<file path="src/rtl/plru_way_allocator.sv">
// Tree-PLRU victim allocator for one cache set: tracks hits and refills in a heap-ordered
// PLRU tree and grants unreserved, unlocked victim ways over a req/gnt handshake.
module plru_way_allocator #(
    parameter int unsigned WAYS     = 8,
    parameter int unsigned LOG_WAYS = $clog2(WAYS)
) (
    input  logic                clk_i,
    input  logic                rst_i,
    input  logic                flush_i,
    input  logic                touch_valid_i,
    input  logic [LOG_WAYS-1:0] touch_way_i,
    input  logic [WAYS-1:0]     lock_i,
    input  logic                alloc_req_i,
    output logic                alloc_gnt_o,
    output logic [LOG_WAYS-1:0] alloc_way_o,
    output logic [WAYS-1:0]     alloc_way_oh_o,
    output logic                alloc_full_o,
    input  logic                fill_done_i,
    input  logic [LOG_WAYS-1:0] fill_way_i,
    output logic [WAYS-1:0]     reserved_o,
    output logic                illegal_fill_o
);

    typedef enum logic [1:0] {IDLE, SEL, GNT} state_t;

    state_t              state_q, state_d;
    logic [WAYS-2:0]     tree_q, tree_d;
    logic [WAYS-1:0]     reserved_q, reserved_d;
    logic [LOG_WAYS-1:0] way_q, way_d;
    logic [WAYS-1:0]     way_oh_q, way_oh_d;
    logic                illegal_q, illegal_d;
    logic [WAYS-1:0]     eligible;
    logic [LOG_WAYS-1:0] victim;

    // Walk root to leaf along w, pointing every visited node away from w.
    function automatic logic [WAYS-2:0] plru_update(input logic [WAYS-2:0] t,
                                                    input logic [LOG_WAYS-1:0] w);
        logic [WAYS-2:0]     r;
        logic [LOG_WAYS-1:0] node;
        logic [LOG_WAYS-1:0] ws;
        logic                b;
        r    = t;
        node = '0;
        ws   = w;
        for (int unsigned l = 0; l < LOG_WAYS; l++) begin
            b       = ws[LOG_WAYS-1];
            r[node] = ~b;
            node    = (node << 1) + LOG_WAYS'(1) + LOG_WAYS'(b);
            ws      = ws << 1;
        end
        return r;
    endfunction

    // A node bit is only followed when both halves still hold an eligible way.
    function automatic logic [LOG_WAYS-1:0] plru_victim(input logic [WAYS-2:0] t,
                                                        input logic [WAYS-1:0] elig);
        logic [WAYS-1:0]     sub;
        logic [LOG_WAYS-1:0] node;
        logic [LOG_WAYS-1:0] v;
        logic [LOG_WAYS-1:0] jsh;
        logic                lo_any, hi_any, go_hi;
        sub  = '1;
        node = '0;
        v    = '0;
        for (int unsigned l = 0; l < LOG_WAYS; l++) begin
            lo_any = 1'b0;
            hi_any = 1'b0;
            for (int unsigned j = 0; j < WAYS; j++) begin
                jsh = LOG_WAYS'(j) << l;
                if (sub[j] && elig[j]) begin
                    if (jsh[LOG_WAYS-1]) hi_any = 1'b1;
                    else                 lo_any = 1'b1;
                end
            end
            go_hi = !lo_any ? 1'b1 : (!hi_any ? 1'b0 : t[node]);
            for (int unsigned j = 0; j < WAYS; j++) begin
                jsh = LOG_WAYS'(j) << l;
                if (jsh[LOG_WAYS-1] != go_hi) sub[j] = 1'b0;
            end
            v    = (v << 1) | LOG_WAYS'(go_hi);
            node = (node << 1) + LOG_WAYS'(1) + LOG_WAYS'(go_hi);
        end
        return v;
    endfunction

    assign eligible       = ~lock_i & ~reserved_q;
    assign alloc_full_o   = ~|eligible;
    assign victim         = plru_victim(tree_q, eligible);
    assign alloc_gnt_o    = (state_q == GNT) && !flush_i;
    assign alloc_way_o    = way_q;
    assign alloc_way_oh_o = way_oh_q;
    assign reserved_o     = reserved_q;
    assign illegal_fill_o = illegal_q;

    always_comb begin
        state_d    = state_q;
        tree_d     = tree_q;
        reserved_d = reserved_q;
        way_d      = way_q;
        way_oh_d   = way_oh_q;
        illegal_d  = 1'b0;
        if (flush_i) begin
            state_d    = IDLE;
            tree_d     = '0;
            reserved_d = '0;
        end else begin
            // Tree updates chain touch -> fill -> grant so the later one wins per node.
            if (touch_valid_i) tree_d = plru_update(tree_d, touch_way_i);
            if (fill_done_i) begin
                if (reserved_q[fill_way_i]) begin
                    reserved_d[fill_way_i] = 1'b0;
                    tree_d                 = plru_update(tree_d, fill_way_i);
                end else begin
                    illegal_d = 1'b1;
                end
            end
            unique case (state_q)
                IDLE: if (alloc_req_i && !alloc_full_o) state_d = SEL;
                SEL: begin
                    // Eligibility may vanish via lock_i during SEL; back off rather than grant a bad way.
                    if (!alloc_req_i || alloc_full_o) begin
                        state_d = IDLE;
                    end else begin
                        state_d  = GNT;
                        way_d    = victim;
                        way_oh_d = WAYS'(1) << victim;
                    end
                end
                GNT: begin
                    reserved_d[way_q] = 1'b1;
                    tree_d            = plru_update(tree_d, way_q);
                    state_d           = IDLE;
                end
                default: state_d = IDLE;
            endcase
        end
    end

    always_ff @(posedge clk_i or posedge rst_i) begin
        if (rst_i) begin
            state_q    <= IDLE;
            tree_q     <= '0;
            reserved_q <= '0;
            way_q      <= '0;
            way_oh_q   <= '0;
            illegal_q  <= 1'b0;
        end else begin
            state_q    <= state_d;
            tree_q     <= tree_d;
            reserved_q <= reserved_d;
            way_q      <= way_d;
            way_oh_q   <= way_oh_d;
            illegal_q  <= illegal_d;
        end
    end

endmodule

</file>
<file path="config.mk">
export PLATFORM = sky130hd
export DESIGN_NAME = plru_way_allocator
export DESIGN_NICKNAME = d
export VERILOG_FILES = /design/src/rtl/plru_way_allocator.sv
export SDC_FILE = /design/constraint.sdc
export NUM_CORES = 1
export LEC_CHECK = 0
export CELL_PAD_IN_SITES_DETAIL_PLACEMENT = 1
export CELL_PAD_IN_SITES_GLOBAL_PLACEMENT = 2
export CORE_UTILIZATION = 28
export CTS_CLUSTER_SIZE = 40
export DETAILED_ROUTE_END_ITERATION = 10
export GPL_TIMING_DRIVEN = 1
export PLACE_DENSITY = 0.8
export SLEW_MARGIN = 20
export SYNTH_ARGS = -nofsm -noshare
export SYNTH_HDL_FRONTEND = slang
export SYNTH_SLANG_ARGS = --single-unit
</file>
<file path="constraint.sdc">
create_clock -name clk_i -period 3.1 [get_ports clk_i]
set_clock_uncertainty 0.1 [all_clocks]
set_input_delay 0.93 -clock clk_i [delete_from_list [all_inputs] [get_ports clk_i]]
set_output_delay 0.93 -clock clk_i [all_outputs]
set_load 0.03 [all_outputs]
</file>
**Word level (Yosys, flattened, before mapping)**

Cells that the tools add are included.

- Logic and storage cells: 175
- Register bits after elaboration: 29
- Output and inout bits: 22
- Bits of input ports: 20

- Reductions and logical operators: 33
- Order comparisons: 18
- Add/subtract/negate cells: 12
- Bitwise gates (word level): 19
- Multiplexer cells: 83
- Eq/ne operators: 3
- Shifts and indexed selects: 1

Operators by type and width:

| cell | number |
|---|---|
| $mux W1 | 50 |
| $mux W7 | 7 |
| $bwmux W7 | 6 |
| $mux W8 | 5 |
| $logic_and A1 B1 Y1 | 26 |
| $demux W1 S3 | 8 |
| $lt A3 B4 Y1 const B | 6 |
| $not A8 Y8 | 3 |
| $and A8 B8 Y8 | 2 |
| $lt A2 B4 Y1 const B | 4 |
| $ge A3 B1 Y1 const B | 5 |
| $add A3 B1 Y3 | 4 |
| $add A3 B1 Y3 const B | 4 |
| $not A1 Y1 | 11 |
| $bmux W1 S3 | 3 |
| $add A1 B1 Y2 const A | 4 |
| $or A8 B8 Y8 | 1 |
| $reduce_or A8 Y1 | 1 |
| $shl A1 B3 Y8 const A | 1 |
| $ge A2 B1 Y1 const B | 3 |
| $mux W2 | 3 |
| $pmux W2 S2 | 1 |
| $logic_not A1 Y1 | 3 |
| $ne A3 B3 Y1 const B | 1 |
| other kinds (7) | 7 |

**Depth between registers and ports, before layout**

- Depth in word-level cells: 26
- Mapped depth: 13
- Depth with buffers taken out: 13

**Worst setup path before layout**

OpenSTA, ideal clock, no wires.

- Kind: input to register
- Start: input port lock_i[0]
- End: register way_oh_q[2], in the netlist alloc_way_oh_o[2]
- Buffers on the path: 0
- Data arrival time: 3.554 ns
- Data required time: 2.890 ns
- Setup time: 0.110 ns
- Cell stages on the path: 13
- Setup slack: -0.665 ns
- Cell sequence: o22a_1 -> nand2_1 -> a21o_1 -> a21oi_1 -> nor2_1 -> inv_1 -> ha_1 -> mux2_2 -> or4_1 -> o31ai_1 -> nor3_1 -> o211a_1 -> o41ai_1

- Elaborated cells between the ends (all ways): 64
- Those cells by class: add/sub: 3; shift: 1; mux: 35; bitwise: 5; reduce/logical: 20

RTL lines:

| item | line | RTL |
|---|---|---|
| start: declaration | 12 | `input logic [WAYS-1:0] lock_i,` |
| $not A8 Y8 * | 86 | `assign eligible = ~lock_i & ~reserved_q;` |
| $and A8 B8 Y8 * | 86 |  |
| $mux W1 (4 in series) | 70 | `if (sub[j] && elig[j]) begin` |
| $mux W1 | 75 | `go_hi = !lo_any ? 1'b1 : (!hi_any ? 1'b0 : t[node]);` |
| $mux W1 | 78 | `if (jsh[LOG_WAYS-1] != go_hi) sub[j] = 1'b0;` |
| $logic_and A1 B1 Y1 | 70 |  |
| $mux W1 (4 in series) | 70 |  |
| $mux W1 | 75 |  |
| $mux W1 * | 75 |  |
| $or A2 B1 Y2 * | 80 | `v = (v << 1) \| LOG_WAYS'(go_hi);` |
| $or A3 B1 Y3 * | 80 |  |
| via victim[1] | 33 | `logic [LOG_WAYS-1:0] victim;` |
| $shl A1 B3 Y8 * | 126 | `way_oh_d = WAYS'(1) << victim;` |
| end signal: assignment | 152 | `way_oh_q <= way_oh_d;` |
| end: declaration | 30 | `logic [WAYS-1:0] way_oh_q, way_oh_d;` |

The timed path passes the listed nets; every way through them passes the cells marked *. The select of a mux whose other input is x is not followed.
A chain may end at the register's enable or synchronous reset.

**Worst setup path after layout**

- Start: input port lock_i[0]
- End: register way_oh_q[1], in the netlist alloc_way_oh_o[1]

The elaborated chain is that of the path after synthesis.

==> results <==
## state kept, by name, indices dropped and copies added, names as in the netlist
name	count
illegal_fill_o	1
reserved_o	8
state_q	2
tree_q	7
alloc_way_o	3
alloc_way_oh_o	8
## where the power goes
group	internal, mW	switching, mW
clock network	0.261	0.157
logic	0.244	0.317
registers	0.410	0.0339
## metrics by stage
| step | power (mW) | std cells | utilization (%) | area, µm² |
|---|---|---|---|---|
| floorplan | 0.738 | 284 | - | 2430 |
| global placement | 0.960 | 470 | 42.0 | 3310 |
| detailed placement | 0.968 | 470 | 42.0 | 3310 |
| CTS | 1.41 | 487 | 44.8 | 3530 |
| global route | 1.50 | 490 | 46.3 | 3650 |
| finish | 1.42 | 490 | 46.3 | 3650 |
## kinds of logic (layout without fill, tap and decap cells)
group,Yosys count,count (layout),synth area share [%]
simple gates,109,109,20.3
compound gates,83,83,24.2
flops,29,29,31.0
buf+inv,27,131,4.98
fa+ha+maj,25,25,13.4
mux,11,11,6.05
## repair_timing
action,CTS,global route
buffers inserted,9,3
resized for setup,48,19
pin swaps,21,13
setup endpoints to repair,14,10
## critical path, delay by kind of cell
family / cells / cell delay, ns
buffers and inverters: 2 / 0.16
AOI/OAI and AO/OA: 6 / 1.08
adders and majority gates: 1 / 0.27
and+or+nand+nor: 4 / 0.75
muxes: 1 / 0.30
## worst min path at each step
stage / cells after the start / endpoint / startpoint
2_1_floorplan: 1 / state_q[0] / state_q[0]
3_3_place_gp: 1 / state_q[0] / state_q[1]
3_5_place_dp: 1 / state_q[0] / state_q[1]
4_1_cts: 1 / state_q[0] / state_q[1]
5_1_grt: 1 / state_q[0] / state_q[1]
6_report: 1 / state_q[0] / state_q[1]
## synth_stat cells (all sizes together) (3+ instances only)
| master | count | area [µm²] |
|---|---|---|
| a21o | 4 | 30.0 |
| a21oi | 26 | 130 |
| a221oi | 3 | 26.3 |
| a22oi | 6 | 45.0 |
| a31oi | 4 | 25.0 |
| a32oi | 3 | 26.3 |
| clkbuf | 10 | 37.5 |
| dfrtp | 29 | 726 |
| ha | 25 | 313 |
| inv | 15 | 56.3 |
| mux2i | 7 | 70.1 |
| nand2 | 44 | 165 |
| nand3 | 12 | 60.1 |
| nor2 | 35 | 131 |
| nor3 | 6 | 30.0 |
| o211ai | 4 | 30.0 |
| o21ai | 7 | 35.0 |
| o22a | 3 | 26.3 |
| o22ai | 7 | 50.1 |
| o41ai | 3 | 26.3 |
## area by class of cell
type                    count  area, µm²  area share, %
multi-input cells         228       1720           47.1
inverters                  15       56.3           1.54
flip-flops and latches     29        726           19.9
clock buffers               6       82.6           2.26
well taps                 102        128           3.49
repair buffers            108        903           24.7
clock inverters             2       37.5           1.03
## metal layers
| layer | GRT usage [%] | part of all wire, % |
|---|---|---|
| met5 | 0 | 0 |
| met4 | 5.77 | 1.2 |
| met3 | 2.93 | 4.8 |
| met2 | 34.9 | 49 |
| met1 | 29.0 | 45 |
==> key figures <==
Critical path
  – Endpoint class of the critical path: flop
  – CP max FO: 5
  – CP startpoint: lock_i[0]
  – Cell Chain, Critical Path: buf_8 > o22a_4 > nand2_4 > a21o_1 > a21oi_4 > nor2_4 > inv_2 > ha_4 > mux2_4 > or4_4 > o31ai_4 > nor3_2 > o211ai_1 > a22oi_1
  – CP startpoint kind: primary input
  – Worst path arrival time: 3.50 ns
  – R2R depth: 14
  – Worst reg2reg setup slack: -0.05 ns
  – Capturing point of the worst reg2reg path: alloc_way_oh_o[1]
  – Slowest stage delay, CP: 0.44 ns
  – Setup crit end: alloc_way_oh_o[1]
  – Reg2Reg Launch Point: reserved_o[5]
  – CP required: 3.14 ns
  – Critical path class: primary input to flop
  – Slowest CP cell: or4_4

Global routing
  – First-pass GRT wire length: 14.0 mm
  – GRT overflow: 0
  – Vias in the first global route: 2620
  – Pin count of the biggest net entering global routing: 30
  – Initial antenna violation count: 0
  – Total track usage: 21.2%

STA
  – Setup TNS: -2.89 ns
  – Final WS setup: -0.366 ns
  – Hold Vio Cnt, Final: 0
  – Fin crit period: 3.47 ns
  – Final hold slack: 0.381 ns
  – Max Freq: 0.288 GHz
  – Setup repair after global routing missed its margin: true
  – Fin. max-slew vios: 0
  – Worst slew pin tran: 0.504 ns
  – Fin crit share: 112%
  – Final setup vio count: 9
  – Worst slew margin: 66.2%

Synth
  – #FFs+latches synth: 29
  – YS warnings: 0
  – Top_reg_cell synth: dfrtp_1
  – Post-Synthesis Cells: 284
  – Syn nets: 329
  – Post-synth EDFFs: 0
  – Yosys cell types: 44
  – Mapped Area: 2340 µm²
  – Post-synthesis async set-or-reset flop share: 100%
  – Seq/Total Area, Yosys: 31.0%
  – Syn_area_per_cell: 8.23 µm²

Detailed routing
  – Final WL: 9.02 mm
  – Vias/cell: 5.14
  – DRT Pass-1 Iters: 4
  – DRC viols: 0
  – Routed Antenna Nets: 0
  – Drt initial violations: 118
  – Drt wl/cell: 18.4 µm
  – Via count: 2519

CTS
  – Worst-skew pair later-pin latency: 0.28 ns
  – Clk sinks: 29
  – Num CTS Buffers: 5
  – CTS Root Cell: clkbuf_8
  – CTS tree: built
  – # H-tree levels: 2
  – Max clock buf depth: 2
  – Clock-pin slew on the worst setup and hold paths: 0.07 ns
  – Hold Buf Count CTS: 0

Power
  – Leakage Power: 1.69 nW
  – VDD IR max: 0.276 mV
  – Pwr per Cell Area: 390 nW/µm²

Run status
  – Status: complete, but fails checks
  – Violated checks: negative setup slack

Cells and area
  – Fill cell count: 927
  – Most frequent cells in the layout: buf_4 (68), nand2_1 (43), nor2_1 (33)
  – Share of layout cells above drive strength 1: 30.2%
  – Most common cell after layout, fill and taps aside: buf_4
  – Nets: 432
  – Area growth syn-to-layout: 56.3%
  – Ant. Diodes: 0

Place
  – Setup WS pre-CTS: -1.10 ns
  – Dpl hpwl: 6.84 mm
  – Port bufs: 41
  – Routability congestion estimate: 0.917

Floorplan
  – Chip width: 93.4 µm
  – Core Region: 7890 µm²
  – I/O pin count: 42
  – Die area: 8720 µm²
  – Row cnt: 32
  – Die Span Y: 93.4 µm
  – Initial core utilization: 29.6%

Hold path
  – Min-Delay Path Class: flop to flop

Flow run
  – Max cap viols: 0
(Power assumes the default switching activity.)
